<file path="config.mk">
export PLATFORM = sky130hd
export DESIGN_NAME = n_channel_servo_pwm_decoder
export DESIGN_NICKNAME = d
export VERILOG_FILES = /design/src/rtl/servo_pkg.sv /design/src/rtl/servo_pulse_meter.sv /design/src/rtl/n_channel_servo_pwm_decoder.sv
export SDC_FILE = /design/constraint.sdc
export NUM_CORES = 1
export LEC_CHECK = 0
export ABC_AREA = 1
export CAP_MARGIN = 20
export CORE_ASPECT_RATIO = 1.1
export CORE_UTILIZATION = 55
export CTS_BUF_LIST = sky130_fd_sc_hd__clkbuf_8
export DETAILED_ROUTE_END_ITERATION = 10
export GPL_ROUTABILITY_DRIVEN = 0
export PLACE_DENSITY_LB_ADDON = 0.15
export REMOVE_ABC_BUFFERS = 1
export SETUP_SLACK_MARGIN = 0.02
export SYNTH_ARGS = -nofsm -noshare
export SYNTH_HDL_FRONTEND = slang
export SYNTH_HIERARCHICAL = 1
export SYNTH_SLANG_ARGS = --single-unit
</file>
<file path="constraint.sdc">
create_clock -name CLOCK -period 4.3 [get_ports CLOCK]
set_clock_uncertainty 0.15 [all_clocks]
set_input_delay 0.86 -clock CLOCK [delete_from_list [all_inputs] [get_ports CLOCK]]
set_output_delay 0.86 -clock CLOCK [all_outputs]
set_load 0.01 [all_outputs]
</file>
<file path="src/rtl/servo_pkg.sv">
// Shared types and elaboration-time helpers for the servo PWM decoder.
// Constants are derived from the code width W (tick = 1 ms / 2^W).
package servo_pkg;

    typedef enum logic [1:0] {
        SEEK_LOW   = 2'd0,
        IDLE_LOW   = 2'd1,
        HIGH_COUNT = 2'd2
    } chan_state_t;

    localparam int DEFAULT_CLOCK_HZ   = 50_000_000;
    localparam int DEFAULT_CODE_WIDTH = 8;

    function automatic int servo_clog2(input int value);
        int result;
        int rem;
        result = 0;
        rem    = value - 1;
        while (rem > 0) begin
            result++;
            rem = rem >> 1;
        end
        return result;
    endfunction

    // Address/counter widths never collapse to zero bits.
    function automatic int addr_width(input int n);
        return (servo_clog2(n) < 1) ? 1 : servo_clog2(n);
    endfunction

    function automatic int prescale_div(input int clock_hz, input int w);
        return clock_hz / (1000 * (1 << w));
    endfunction

    // 4 ms of ticks: any pulse this long is treated as a stuck/overlong input.
    function automatic int pulse_tick_limit(input int w);
        return 4 << w;
    endfunction

    // 32 ms of ticks without a rising edge marks the channel stale.
    function automatic int watchdog_tick_limit(input int w);
        return 32 << w;
    endfunction

endpackage

</file>
<file path="src/rtl/servo_pulse_meter.sv">
// One channel: synchronizer, optional majority filter (SERVO_DECODER_GLITCH_FILTER_EN),
// edge detect, measurement FSM, pulse/watchdog counters and the committed code.
module servo_pulse_meter
    import servo_pkg::*;
#(
    parameter int W = DEFAULT_CODE_WIDTH
) (
    input  logic         clk,
    input  logic         rst_n,
    input  logic         tick,
    input  logic         pwm_in,
    input  logic         clr_error,
    output logic [W-1:0] code,
    output logic         valid,
    output logic         strobe,
    output logic         error
);

    localparam int CW  = W + 3;
    localparam int WDW = W + 6;

    localparam logic [CW-1:0]  PULSE_LIMIT = CW'(pulse_tick_limit(W));
    localparam logic [CW-1:0]  CNT_MAX     = '1;
    localparam logic [CW-1:0]  LOW_BOUND   = CW'(1 << W);
    localparam logic [CW-1:0]  HIGH_BOUND  = CW'((2 << W) - 1);
    localparam logic [WDW-1:0] WD_LIMIT    = WDW'(watchdog_tick_limit(W));
    localparam logic [WDW-1:0] WD_MAX      = '1;

    logic [1:0]     sync_reg;
    logic           level;
    logic           cur_reg;
    logic           prev_reg;
    logic           rise;
    logic           fall;

    chan_state_t    state_reg, state_next;
    logic [CW-1:0]  count_reg, count_next;
    logic [WDW-1:0] wd_reg, wd_next;
    logic [W-1:0]   code_reg, code_next;
    logic           valid_reg, valid_next;
    logic           strobe_reg, strobe_next;
    logic           error_reg, error_next;

    function automatic logic [W-1:0] to_code(input logic [CW-1:0] c);
        if (c < LOW_BOUND) begin
            return '0;
        end else if (c >= HIGH_BOUND) begin
            return '1;
        end else begin
            return W'(c - LOW_BOUND);
        end
    endfunction

    // Pipeline resets to "line high" so a pulse in flight at reset release
    // produces no rising edge; SEEK_LOW then waits for a genuine low.
    always_ff @(posedge clk or negedge rst_n) begin
        if (!rst_n) begin
            sync_reg <= 2'b11;
            cur_reg  <= 1'b1;
            prev_reg <= 1'b1;
        end else begin
            sync_reg <= {sync_reg[0], pwm_in};
            cur_reg  <= level;
            prev_reg <= cur_reg;
        end
    end

`ifdef SERVO_DECODER_GLITCH_FILTER_EN
    logic [1:0] hist_reg;
    logic       filt_reg;

    always_ff @(posedge clk or negedge rst_n) begin
        if (!rst_n) begin
            hist_reg <= 2'b11;
            filt_reg <= 1'b1;
        end else begin
            hist_reg <= {hist_reg[0], sync_reg[1]};
            filt_reg <= (sync_reg[1] & hist_reg[0]) | (sync_reg[1] & hist_reg[1]) |
                        (hist_reg[0] & hist_reg[1]);
        end
    end

    assign level = filt_reg;
`else
    assign level = sync_reg[1];
`endif

    assign rise = cur_reg & ~prev_reg;
    assign fall = ~cur_reg & prev_reg;

    always_ff @(posedge clk or negedge rst_n) begin
        if (!rst_n) begin
            state_reg  <= SEEK_LOW;
            count_reg  <= '0;
            wd_reg     <= '0;
            code_reg   <= '0;
            valid_reg  <= 1'b0;
            strobe_reg <= 1'b0;
            error_reg  <= 1'b0;
        end else begin
            state_reg  <= state_next;
            count_reg  <= count_next;
            wd_reg     <= wd_next;
            code_reg   <= code_next;
            valid_reg  <= valid_next;
            strobe_reg <= strobe_next;
            error_reg  <= error_next;
        end
    end

    always_comb begin
        state_next  = state_reg;
        count_next  = count_reg;
        wd_next     = wd_reg;
        code_next   = code_reg;
        valid_next  = valid_reg;
        strobe_next = 1'b0;
        error_next  = error_reg;

        if (tick && (wd_reg != WD_MAX)) begin
            wd_next = wd_reg + 1'b1;
        end
        if (rise) begin
            wd_next = '0;
        end
        if (wd_reg >= WD_LIMIT) begin
            valid_next = 1'b0;
        end

        // Read-clear first so a same-cycle overlong detection still sets the flag.
        if (clr_error) begin
            error_next = 1'b0;
        end

        case (state_reg)
            SEEK_LOW: begin
                if (!cur_reg) begin
                    state_next = IDLE_LOW;
                end
            end
            IDLE_LOW: begin
                if (rise) begin
                    count_next = '0;
                    state_next = HIGH_COUNT;
                end
            end
            HIGH_COUNT: begin
                if (fall) begin
                    code_next   = to_code(count_reg);
                    strobe_next = 1'b1;
                    valid_next  = 1'b1;
                    state_next  = IDLE_LOW;
                end else if (count_reg >= PULSE_LIMIT) begin
                    error_next = 1'b1;
                    valid_next = 1'b0;
                    state_next = SEEK_LOW;
                end else if (tick && (count_reg != CNT_MAX)) begin
                    count_next = count_reg + 1'b1;
                end
            end
            default: begin
                state_next = SEEK_LOW;
            end
        endcase
    end

    assign code   = code_reg;
    assign valid  = valid_reg;
    assign strobe = strobe_reg;
    assign error  = error_reg;

endmodule

</file>
<file path="src/rtl/n_channel_servo_pwm_decoder.sv">
// N-channel servo pulse decoder: shared tick prescaler, per-channel meters and a
// registered read port. Optional glitch filter via SERVO_DECODER_GLITCH_FILTER_EN.
module n_channel_servo_pwm_decoder
    import servo_pkg::*;
#(
    parameter int NO_OF_CHANNEL    = 4,
    parameter int ADDRESS_WIDTH    = addr_width(NO_OF_CHANNEL),
    parameter int CLOCK_FREQUENCY  = DEFAULT_CLOCK_HZ,
    parameter int DUTY_CYCLE_WIDTH = DEFAULT_CODE_WIDTH
) (
    input  logic                        CLOCK,
    input  logic                        RESET,
    input  logic [NO_OF_CHANNEL-1:0]    PWM_INPUTS,
    input  logic [ADDRESS_WIDTH-1:0]    SERVO_SELECTOR,
    input  logic                        READ_ENABLE,
    output logic [DUTY_CYCLE_WIDTH-1:0] DUTY_CYCLE_OUT,
    output logic                        READ_VALID,
    output logic [NO_OF_CHANNEL-1:0]    CHANNEL_VALID,
    output logic [NO_OF_CHANNEL-1:0]    SAMPLE_STROBE,
    output logic [NO_OF_CHANNEL-1:0]    PULSE_ERROR
);

    localparam int W        = DUTY_CYCLE_WIDTH;
    localparam int PRESCALE = prescale_div(CLOCK_FREQUENCY, W);
    localparam int PW       = addr_width(PRESCALE);

    if (PRESCALE < 2) begin : g_prescale_check
        $error("servo decoder: PRESCALE must be at least 2 for this clock and code width");
    end

    logic [PW-1:0]            presc_reg;
    logic                     tick;
    logic [W-1:0]             code_arr [NO_OF_CHANNEL];
    logic [NO_OF_CHANNEL-1:0] clr_error;
    logic [W-1:0]             rd_data;

    assign tick = (presc_reg == PW'(PRESCALE - 1));

    always_ff @(posedge CLOCK or negedge RESET) begin
        if (!RESET) begin
            presc_reg <= '0;
        end else if (tick) begin
            presc_reg <= '0;
        end else begin
            presc_reg <= presc_reg + 1'b1;
        end
    end

    genvar gi;
    for (gi = 0; gi < NO_OF_CHANNEL; gi++) begin : g_channel
        assign clr_error[gi] = READ_ENABLE && (SERVO_SELECTOR == ADDRESS_WIDTH'(gi));

        servo_pulse_meter #(
            .W(W)
        ) u_meter (
            .clk      (CLOCK),
            .rst_n    (RESET),
            .tick     (tick),
            .pwm_in   (PWM_INPUTS[gi]),
            .clr_error(clr_error[gi]),
            .code     (code_arr[gi]),
            .valid    (CHANNEL_VALID[gi]),
            .strobe   (SAMPLE_STROBE[gi]),
            .error    (PULSE_ERROR[gi])
        );
    end

    // Selectors with no matching channel fall through to zero.
    always_comb begin
        rd_data = '0;
        for (int i = 0; i < NO_OF_CHANNEL; i++) begin
            if (SERVO_SELECTOR == ADDRESS_WIDTH'(i)) begin
                rd_data = code_arr[i];
            end
        end
    end

    always_ff @(posedge CLOCK or negedge RESET) begin
        if (!RESET) begin
            DUTY_CYCLE_OUT <= '0;
            READ_VALID     <= 1'b0;
        end else begin
            READ_VALID <= READ_ENABLE;
            if (READ_ENABLE) begin
                DUTY_CYCLE_OUT <= rd_data;
            end
        end
    end

endmodule
</file>
After elaboration in Yosys (flattened, before gate mapping)
Cells that the tools add are included.

word-level totals
  input bits = 9
  output and inout bits = 21
  bits in registers = 185
  logic and storage cells = 270

operators by class
  equal/unequal tests = 44
  bitwise gates (word level) = 16
  $lt $le $gt $ge = 16
  muxes and demuxes = 101
  $add $sub $neg = 13
  reduce and logical (&&, ||, !) cells = 37

operator list
  cell                                                                count
  2-to-1 mux 11 bit                                                   16
  2-to-1 mux 14 bit                                                   8
  2-to-1 mux 8 bit                                                    13
  case mux 11 bit (2 select lines)                                    4
  adder 14 x 1 -> 14 bit, second input constant                       4
  greater-or-equal comparator 14 bit, second input constant           4
  inequality test 14 bit, second input constant                       4
  adder 11 x 1 -> 11 bit, second input constant                       4
  greater-or-equal comparator 11 bit, second input constant           4
  greater-or-equal comparator 11 x 9 -> 1 bit, second input constant  4
  < comparator 11 x 9 -> 1 bit, second input constant                 4
  inequality test 11 bit, second input constant                       4
  2-to-1 mux 1 bit                                                    40
  2-to-1 mux 2 bit                                                    16
  subtractor 8 x 1 -> 8 bit, second input constant                    4
  inequality test 2 bit, second input constant                        12
  case mux 2 bit (3 select lines)                                     4
  AND reduction 5 bit                                                 4
  inequality test 2 x 1 -> 1 bit, second input constant               8
  nonzero test 2 bit                                                  8
  == test 2 bit, second input constant                                6
  logical AND 1 bit                                                   12
  inequality test 3 x 1 -> 1 bit, second input constant               4
  AND reduction 3 bit                                                 4
  other kinds (7)                                                     32

Logic depth before layout (Yosys ltp)
Gate-level depths: netlist of the first run.

  depth in word-level cells = 6
  gate-level depth with buffers = 12
  depth with buffers taken out = 11

Cells and area by module
Netlist of the first run, hierarchy kept.

modules (own cells, without submodules)
  module                                         area each (um^2)  times used  cells an instance  seq. area each (um^2)
  servo_pulse_meter at g_channel[0].u_meter ...  2,292.2           2           305                1,056.0
  servo_pulse_meter at g_channel[2].u_meter      2,404.8           1           317                1,056.0
  servo_pulse_meter at g_channel[3].u_meter      2,308.5           1           307                1,056.0
  n_channel_servo_pwm_decoder                    1,084.8           1           146                425.4

Worst setup path before layout of the first run
OpenSTA, ideal clock, no wires.

  kind = register to register
  start point = register presc_reg[0]
  end point = register g_channel[3].u_meter.wd_reg[10]
  clock period less this slack = 1,917 ps
  required time = 4,084 ps
  cell stages (with the launch flop) = 12
  arrival time = 1,701 ps
  path buffers = 1
  path slack = 2,383 ps
  library setup time = 66 ps
  cells stage by stage = dfrtp_1 inv_1 ha_1 inv_1 nor2_1 nand2_1 inv_1 inv_1 nor2_4 buf_2 nand4_1 nand2_1

on the way
  longest elaborated chain between the ends = 3

RTL lines
  item                          line                               source
  from (decl)                   n_channel_servo_pwm_decoder.sv:31  logic [PW-1:0] presc_reg;
  from (signal assigned)        n_channel_servo_pwm_decoder.sv:45  presc_reg <= presc_reg + 1'b1;
  == test 8 bit                 n_channel_servo_pwm_decoder.sv:37  assign tick = (presc_reg == PW'(PRESCALE - 1));
  named net tick                n_channel_servo_pwm_decoder.sv:32  logic tick;
  logical AND 1 bit             servo_pulse_meter.sv:120           if (tick && (wd_reg != WD_MAX)) begin
  nonzero test 2 bit (no line)  n/a
  to (signal assigned)          servo_pulse_meter.sv:103           wd_reg <= wd_next;
  to (decl)                     servo_pulse_meter.sv:38            logic [WDW-1:0] wd_reg, wd_next;

The timed path passes the listed nets, and every way through them passes these cells.
A chain may end at the register's enable or synchronous reset.

Worst setup path after layout of the first run
  start point = register presc_reg[0]
  end point = register g_channel[3].u_meter.count_reg[0]

on the way
  longest elaborated chain between the ends = 4

RTL lines
  item                                      line                               source
  == test 8 bit                             n_channel_servo_pwm_decoder.sv:37
  named net tick                            n_channel_servo_pwm_decoder.sv:32
  logical AND 1 bit                         servo_pulse_meter.sv:157           end else if (tick && (count_reg != CNT_MAX)) begin
  inequality test 2 x 1 -> 1 bit (no line)  n/a
  AND reduction 5 bit (no line)             n/a
  to (signal assigned)                      servo_pulse_meter.sv:102           count_reg <= count_next;
  to (decl)                                 servo_pulse_meter.sv:37            logic [CW-1:0] count_reg, count_next;

The timed path passes the listed nets, and every way through them passes these cells.

==> results of run 1 <==
[power groups by stage]
stage	registers (uW)	clock network, uW	logic, uW
floorplan	1940	0	478
global placement	1950	0	738
detailed placement	1950	0	755
CTS	1910	1260	756
finish	1920	1220	753
global route	1930	1330	846
[through the flow]
step                      cells  area (um2)  hold WS (ns)  power, uW
after global placement     1620       10760        0.1958       2684
final                      1651       11170        0.2107       3889
after floorplan            1344       10130        0.1952       2416
after detailed placement   1620       10760        0.1968       2702
after CTS                  1651       11170        0.2114       3932
after global routing       1651       11170        0.2134       4105
[area by class of cell]
class / instances / area, um2
clock inverter: 12 / 150.1
sequential: 185 / 4649
multi-input combinational: 1039 / 5032
clock buffer: 19 / 261.5
timing repair buffer: 33 / 324.1
inverter: 120 / 450.4
fill: 1651 / 7241
tap: 243 / 304.0
[cells by family (layout without fill, tap and decap cells)]
| family | Yosys count | in the layout | share of synthesized area, % |
|---|---|---|---|
| DFF | 185 | 185 | 44.78 |
| adders and majority gates | 14 | 14 | 1.687 |
| and+or+nand+nor | 881 | 881 | 37.82 |
| buffers and inverters | 156 | 184 | 6.749 |
| xor gates and xnor gates | 38 | 38 | 3.206 |
| AOI/OAI and AO/OA | 106 | 106 | 5.760 |
[worst max path at each step]
stage                                                 from                                       endpoint
floorplan           g_channel[0].u_meter/cur_reg$_DFF_PN1_  g_channel[0].u_meter/count_reg[9]$_DFFE_PN0P_
global placement                         SERVO_SELECTOR[0]                  DUTY_CYCLE_OUT[1]$_DFFE_PN0P_
detailed placement                       SERVO_SELECTOR[1]                  DUTY_CYCLE_OUT[2]$_DFFE_PN0P_
CTS                                 presc_reg[0]$_DFF_PN0_  g_channel[3].u_meter/count_reg[2]$_DFFE_PN0P_
global route                        presc_reg[0]$_DFF_PN0_  g_channel[1].u_meter/count_reg[1]$_DFFE_PN0P_
finish                              presc_reg[0]$_DFF_PN0_  g_channel[3].u_meter/count_reg[0]$_DFFE_PN0P_
[Yosys cell counts]
cell / number
a21oi_1: 26
a21oi_2: 3
a21oi_4: 1
buf_1: 1
buf_2: 14
buf_4: 6
buf_6: 10
clkbuf_1: 5
dfrtp_1: 169
dfstp_2: 16
ha_1: 14
inv_1: 111
inv_2: 9
nand2_1: 482
nand2_2: 8
nand3_1: 132
nand3_2: 9
nand3b_1: 10
nand4_1: 40
nor2_1: 163
nor2_2: 14
nor2_4: 12
nor2_8: 4
nor3_2: 6
nor3_4: 1
o21a_1: 1
o21ai_0: 60
o21ai_1: 4
o21bai_1: 5
o22ai_2: 2
o311ai_0: 4
xnor2_1: 13
xor2_1: 25
[routing by layer]
| metal | track usage (%) | share of wire [%] | vias up |
|---|---|---|---|
| met5 | 0 | 0 | - |
| li1 | - | - | 4427 |
| met1 | 32.22 | 48 | 4087 |
| met4 | 7.586 | 1.5 | 0 |
| met2 | 38.14 | 47 | 166 |
| met3 | 3.993 | 3.8 | 21 |
[layout by cell type, fill, tap and decap left out, drive strengths merged, types with 25 or more instances in the layout]
cell type	n
a21oi	30
clkdlybuf4s50	28
dfrtp	169
inv	125
nand2	490
nand3	141
nand4	40
nor2	193
o21ai	64
xor2	25
==> flow_summary.ini, run 1 <==
[floorplanning]
die_area_um2 = 19430
die_h_um = 146.1
initial_core_util_pct = 56.39
ios = 30
core_area_um2 = 18410
die_width_um = 133
row_count = 52

[worst_setup_path]
r2r-start = presc_reg[0]$_DFF_PN0_
reg2reg_slack_ns = 1.67
worstSetupStartpointType = flop
worst-path-buf-inv = 3
end_kind = flop
r2r-end = g_channel[3].u_meter/count_reg[0]$_DFFE_PN0P_
crit_path_cell_trace = inv_1 -> ha_1 -> inv_1 -> nor2_1 -> nand2_1 -> inv_1 -> nand3_1 -> nand2_1 -> nand2_1 -> nand2_1 -> nand2_1
slowest_stage = inv_1
cp_top_family = simple AND/OR/NAND/NOR gates
path_common_cell = nand2_1
cp.arrival_ns = 2.84
critPathMaxStageDelay_ns = 0.46
ff2ff_path_depth = 11
path_depth = 11
crit_fanout = 14
required_ns = 4.50
worstSetupPathType = reg2reg

[sta]
hold_viol = 0
fin_ws_ns = 1.665
slew_violations = 0
slew_headroom_pct = 41.04
min_period_ns = 2.635
min_period_over_period_pct = 61.27
fmax_ghz = 0.3796
setup_viol_count_final = 0
tns_ns = 0
worstMarginPinSlew_ns = 0.8844
rsz0062_at_grt = no

[placement]
io_buffers = 29
post-place-ws_ns = 1.576
hpwl_um = 14930

[synthesis]
synth_area_leaders = dfrtp_1, nand2_1, nand3_1
postSynthCellCount = 1380
yosysWarningCount = 6
synth_top_area_cell = dfrtp_1
synth.distinct_cells = 33
synth-seq-area-share_pct = 44.78
yosysTopAreaCellShare_pct = 40.73
avgSynthCellArea_um2 = 7.524
synth_seq_cells = 185
syn_area_um2 = 10380

[cts]
cts_root_buf = clkbuf_8
cts.sinks = 185
cts_buffer_depth = 2
cts-hold-fix-buffers = 0
cts_tree = done
cts_setup_buffers = 0
clkTransAtPathRegs_ns = 0.10
cts_resized = 0
clock_latency_ns = 0.46
h-tree-depth = 4
cts_buffers = 17

[pwr]
p_sw_uw = 1234
share_comb_of_total_power_pct = 19.4
power_frac_seq_pct = 49.2
p_per_area_nw_per_um2 = 348.1
internal-power_uw = 2654
clockPowerShare_pct = 31.4
sw_frac_of_total_pct = 31.75
peakVddDrop_uv = 209.7
p_leak_uw = 0.005430

[cells_and_area]
utilization_pct = 60.68
layout.nets = 1419
largest_register_ffs = 56
area_delta_synth_final_pct = 7.605
diodes = 0
drive_gt1_share_pct = 8.452

[flow_run]
maxCapViolCount = 0

[hold_path]
hold_path.class = reg2reg
hp-start = g_channel[3].u_meter/sync_reg[1]$_DFF_PN1_
hold_path_depth = 0
whs_endpoint = g_channel[3].u_meter/cur_reg$_DFF_PN1_

[grt]
grt_pass1_wl_um = 37490
grt_max_degree = 108
overflow = 0
antenna_found_initial = 0
first_global_vias = 8048
grt_util_all_layers_pct = 23.55

[routing]
ant_nets = 0
drcViolationCount = 0
wl_per_cell_um = 13.02
viasPerCell = 5.270
drtPass1Iterations = 6
first_iter_violations = 361
wirelength_um = 21500
dr_total_vias = 8701

[status]
status = finished clean
(Power assumes the default switching activity.)
==> run 2, diff against run 1 <==
==> constraint.sdc (replaced) <==
create_clock -name CLOCK -period 2.2 [get_ports CLOCK]
set_clock_uncertainty 0.15 [all_clocks]
set_input_delay 0.44 -clock CLOCK [delete_from_list [all_inputs] [get_ports CLOCK]]
set_output_delay 0.44 -clock CLOCK [all_outputs]
set_load 0.01 [all_outputs]
==> run 2 against run 1 <==
Against the previous run:
- setup slack lost 1.5 ns
- die area did not move
- clock power grew 98%
- critical path depth shrank 10
- first-iteration DRC count grew 22%
- sequential power up 95%
- total power up 100%
- global-route usage rose by 0.70 points
- cell count grew 1.9%
- combinational power is 120% higher
- flip-flop and latch count is the same
- largest power group unchanged
==> flow_summary.ini, run 2 (synthesis gave the netlist of run 1 again) <==
[status]
status = finished clean

[cells_and_area]
diodes = 0
layout_common_cells = nand2_1, dfrtp_1, nor2_1, nand3_1, inv_1
nFillCells = 1617
largest_register_ffs = 56
seq_area_um2 = 4649
layout_commonest_cell = nand2_1
fin_cells = 1683
layout.nets = 1450
drive_gt1_share_pct = 10.63
area_delta_synth_final_pct = 10.76
multi_input_area_um2 = 5045

[routing]
viasPerCell = 5.176
drcViolationCount = 0
drtPass1Iterations = 5
first_iter_violations = 440
wirelength_um = 21830
dr_total_vias = 8712
wl_per_cell_um = 12.97
ant_nets = 0

[sta]
setup_viol_count_final = 0
min_period_over_period_pct = 93.44
fin_ws_ns = 0.1442
fmax_ghz = 0.4864
rsz0062_at_grt = no
worstMarginPinSlew_ns = 0.7094
hold_viol = 0
slew_headroom_pct = 52.53
slew_violations = 0
min_period_ns = 2.056

[worst_setup_path]
path_depth = 1
r2r-start = g_channel[3].u_meter/wd_reg[0]$_DFFE_PN0P_
worstSetupStartpointType = flop
cp.arrival_ns = 1.47
worstSetupPathType = reg2out
endpoint = DUTY_CYCLE_OUT[4]
required_ns = 1.61
critPathMaxStageDelay_ns = 0.57
end_kind = output pin
startpoint = DUTY_CYCLE_OUT[4]$_DFFE_PN0P_
r2r-end = g_channel[3].u_meter/wd_reg[2]$_DFFE_PN0P_
slowest_stage = clkdlybuf4s50_1
worst-path-buf-inv = 1
reg2reg_slack_ns = 0.19
ff2ff_path_depth = 10
crit_fanout = 2
crit_path_cell_trace = clkdlybuf4s50_1
cp_top_family = buffers and inverters

[pwr]
peakVddDrop_uv = 417.5
p_per_area_nw_per_um2 = 682.2
p_leak_uw = 0.005617

[cts]
h-tree-depth = 4
cts_root_buf = clkbuf_8
cts.sinks = 185
clkTransAtPathRegs_ns = 0.09
clock_latency_ns = 0.47
cts_buffers = 17
cts_tree = done
cts_buffer_depth = 2

[floorplanning]
ios = 30
core_area_um2 = 18410
die_width_um = 133
row_count = 52
initial_core_util_pct = 56.39
die_area_um2 = 19430
die_h_um = 146.1

[grt]
grt_max_degree = 43
grt_pass1_wl_um = 38570
first_global_vias = 8335
grt_util_all_layers_pct = 24.26
antenna_found_initial = 0
overflow = 0

[placement]
io_buffers = 29
place_inst = 1649
hpwl_um = 15580
post-place-ws_ns = -0.09529

[flow_run]
maxCapViolCount = 0

[hold_path]
hold_path.class = reg2reg
-- run 2: worst min path at each step --
stage	to	depth (start not counted)	from
2_1_floorplan	DUTY_CYCLE_OUT[0]$_DFFE_PN0P_	0	RESET
5_1_grt	g_channel[0].u_meter/sync_reg[0]$_DFF_PN1_	1	PWM_INPUTS[0]
3_3_place_gp	g_channel[1].u_meter/sync_reg[1]$_DFF_PN1_	0	g_channel[1].u_meter/sync_reg[0]$_DFF_PN1_
4_1_cts	g_channel[0].u_meter/sync_reg[0]$_DFF_PN1_	1	PWM_INPUTS[0]
3_5_place_dp	g_channel[0].u_meter/cur_reg$_DFF_PN1_	0	g_channel[0].u_meter/sync_reg[1]$_DFF_PN1_
6_report	g_channel[1].u_meter/cur_reg$_DFF_PN1_	0	g_channel[1].u_meter/sync_reg[1]$_DFF_PN1_
-- run 2: repair_timing --
item	in CTS	in global routing
hold buffers	1	0
setup endpoints to repair	11	37
resized for setup	1	2
pin swaps	0	4
setup buffers	0	1
endpoints found under the hold margin	36	0
-- run 2: report_power, final --
group	leakage, uW	total [uW]	switching (uW)	internal [uW]
Combinational	0.00293	1690	1110	581
Clock	0.000216	2420	1260	1160
Sequential	0.00248	3740	154	3580
-- run 2: final cells by class --
type | count | area share, %
repair buffers | 64 | 5.516
clock buffers | 18 | 2.154
clock inverters | 14 | 1.469
multi-input cells | 1039 | 43.87
well taps | 243 | 2.644
inverters | 120 | 3.917
flip-flops and latches | 185 | 40.43
-- run 2: per-stage QoR --
| step | instance area, um2 | power (uW) | utilization (%) | TNS [ns] | hold slack (ns) |
|---|---|---|---|---|---|
| final | 11500 | 7845 | 62.46 | 0 | 0.2102 |
| after floorplan | 10130 | 4723 | - | 0 | -0.005591 |
| after CTS | 11470 | 7937 | 62.31 | 0 | 0.1836 |
| after global routing | 11500 | 8290 | 62.46 | 0 | 0.2021 |
| after global placement | 11040 | 5442 | 59.96 | -0.001952 | 0.1966 |
| after detailed placement | 11040 | 5479 | 59.96 | -0.7937 | 0.1969 |
-- run 2: per-layer routing --
metal / global-route usage, % / vias up / routed length (um)
met5: 0 / - / 0
met4: 9.195 / 0 / 422
met2: 40.05 / 126 / 10490
met1: 32.62 / 4060 / 10390
met3: 3.056 / 33 / 531
li1: - / 4493 / -
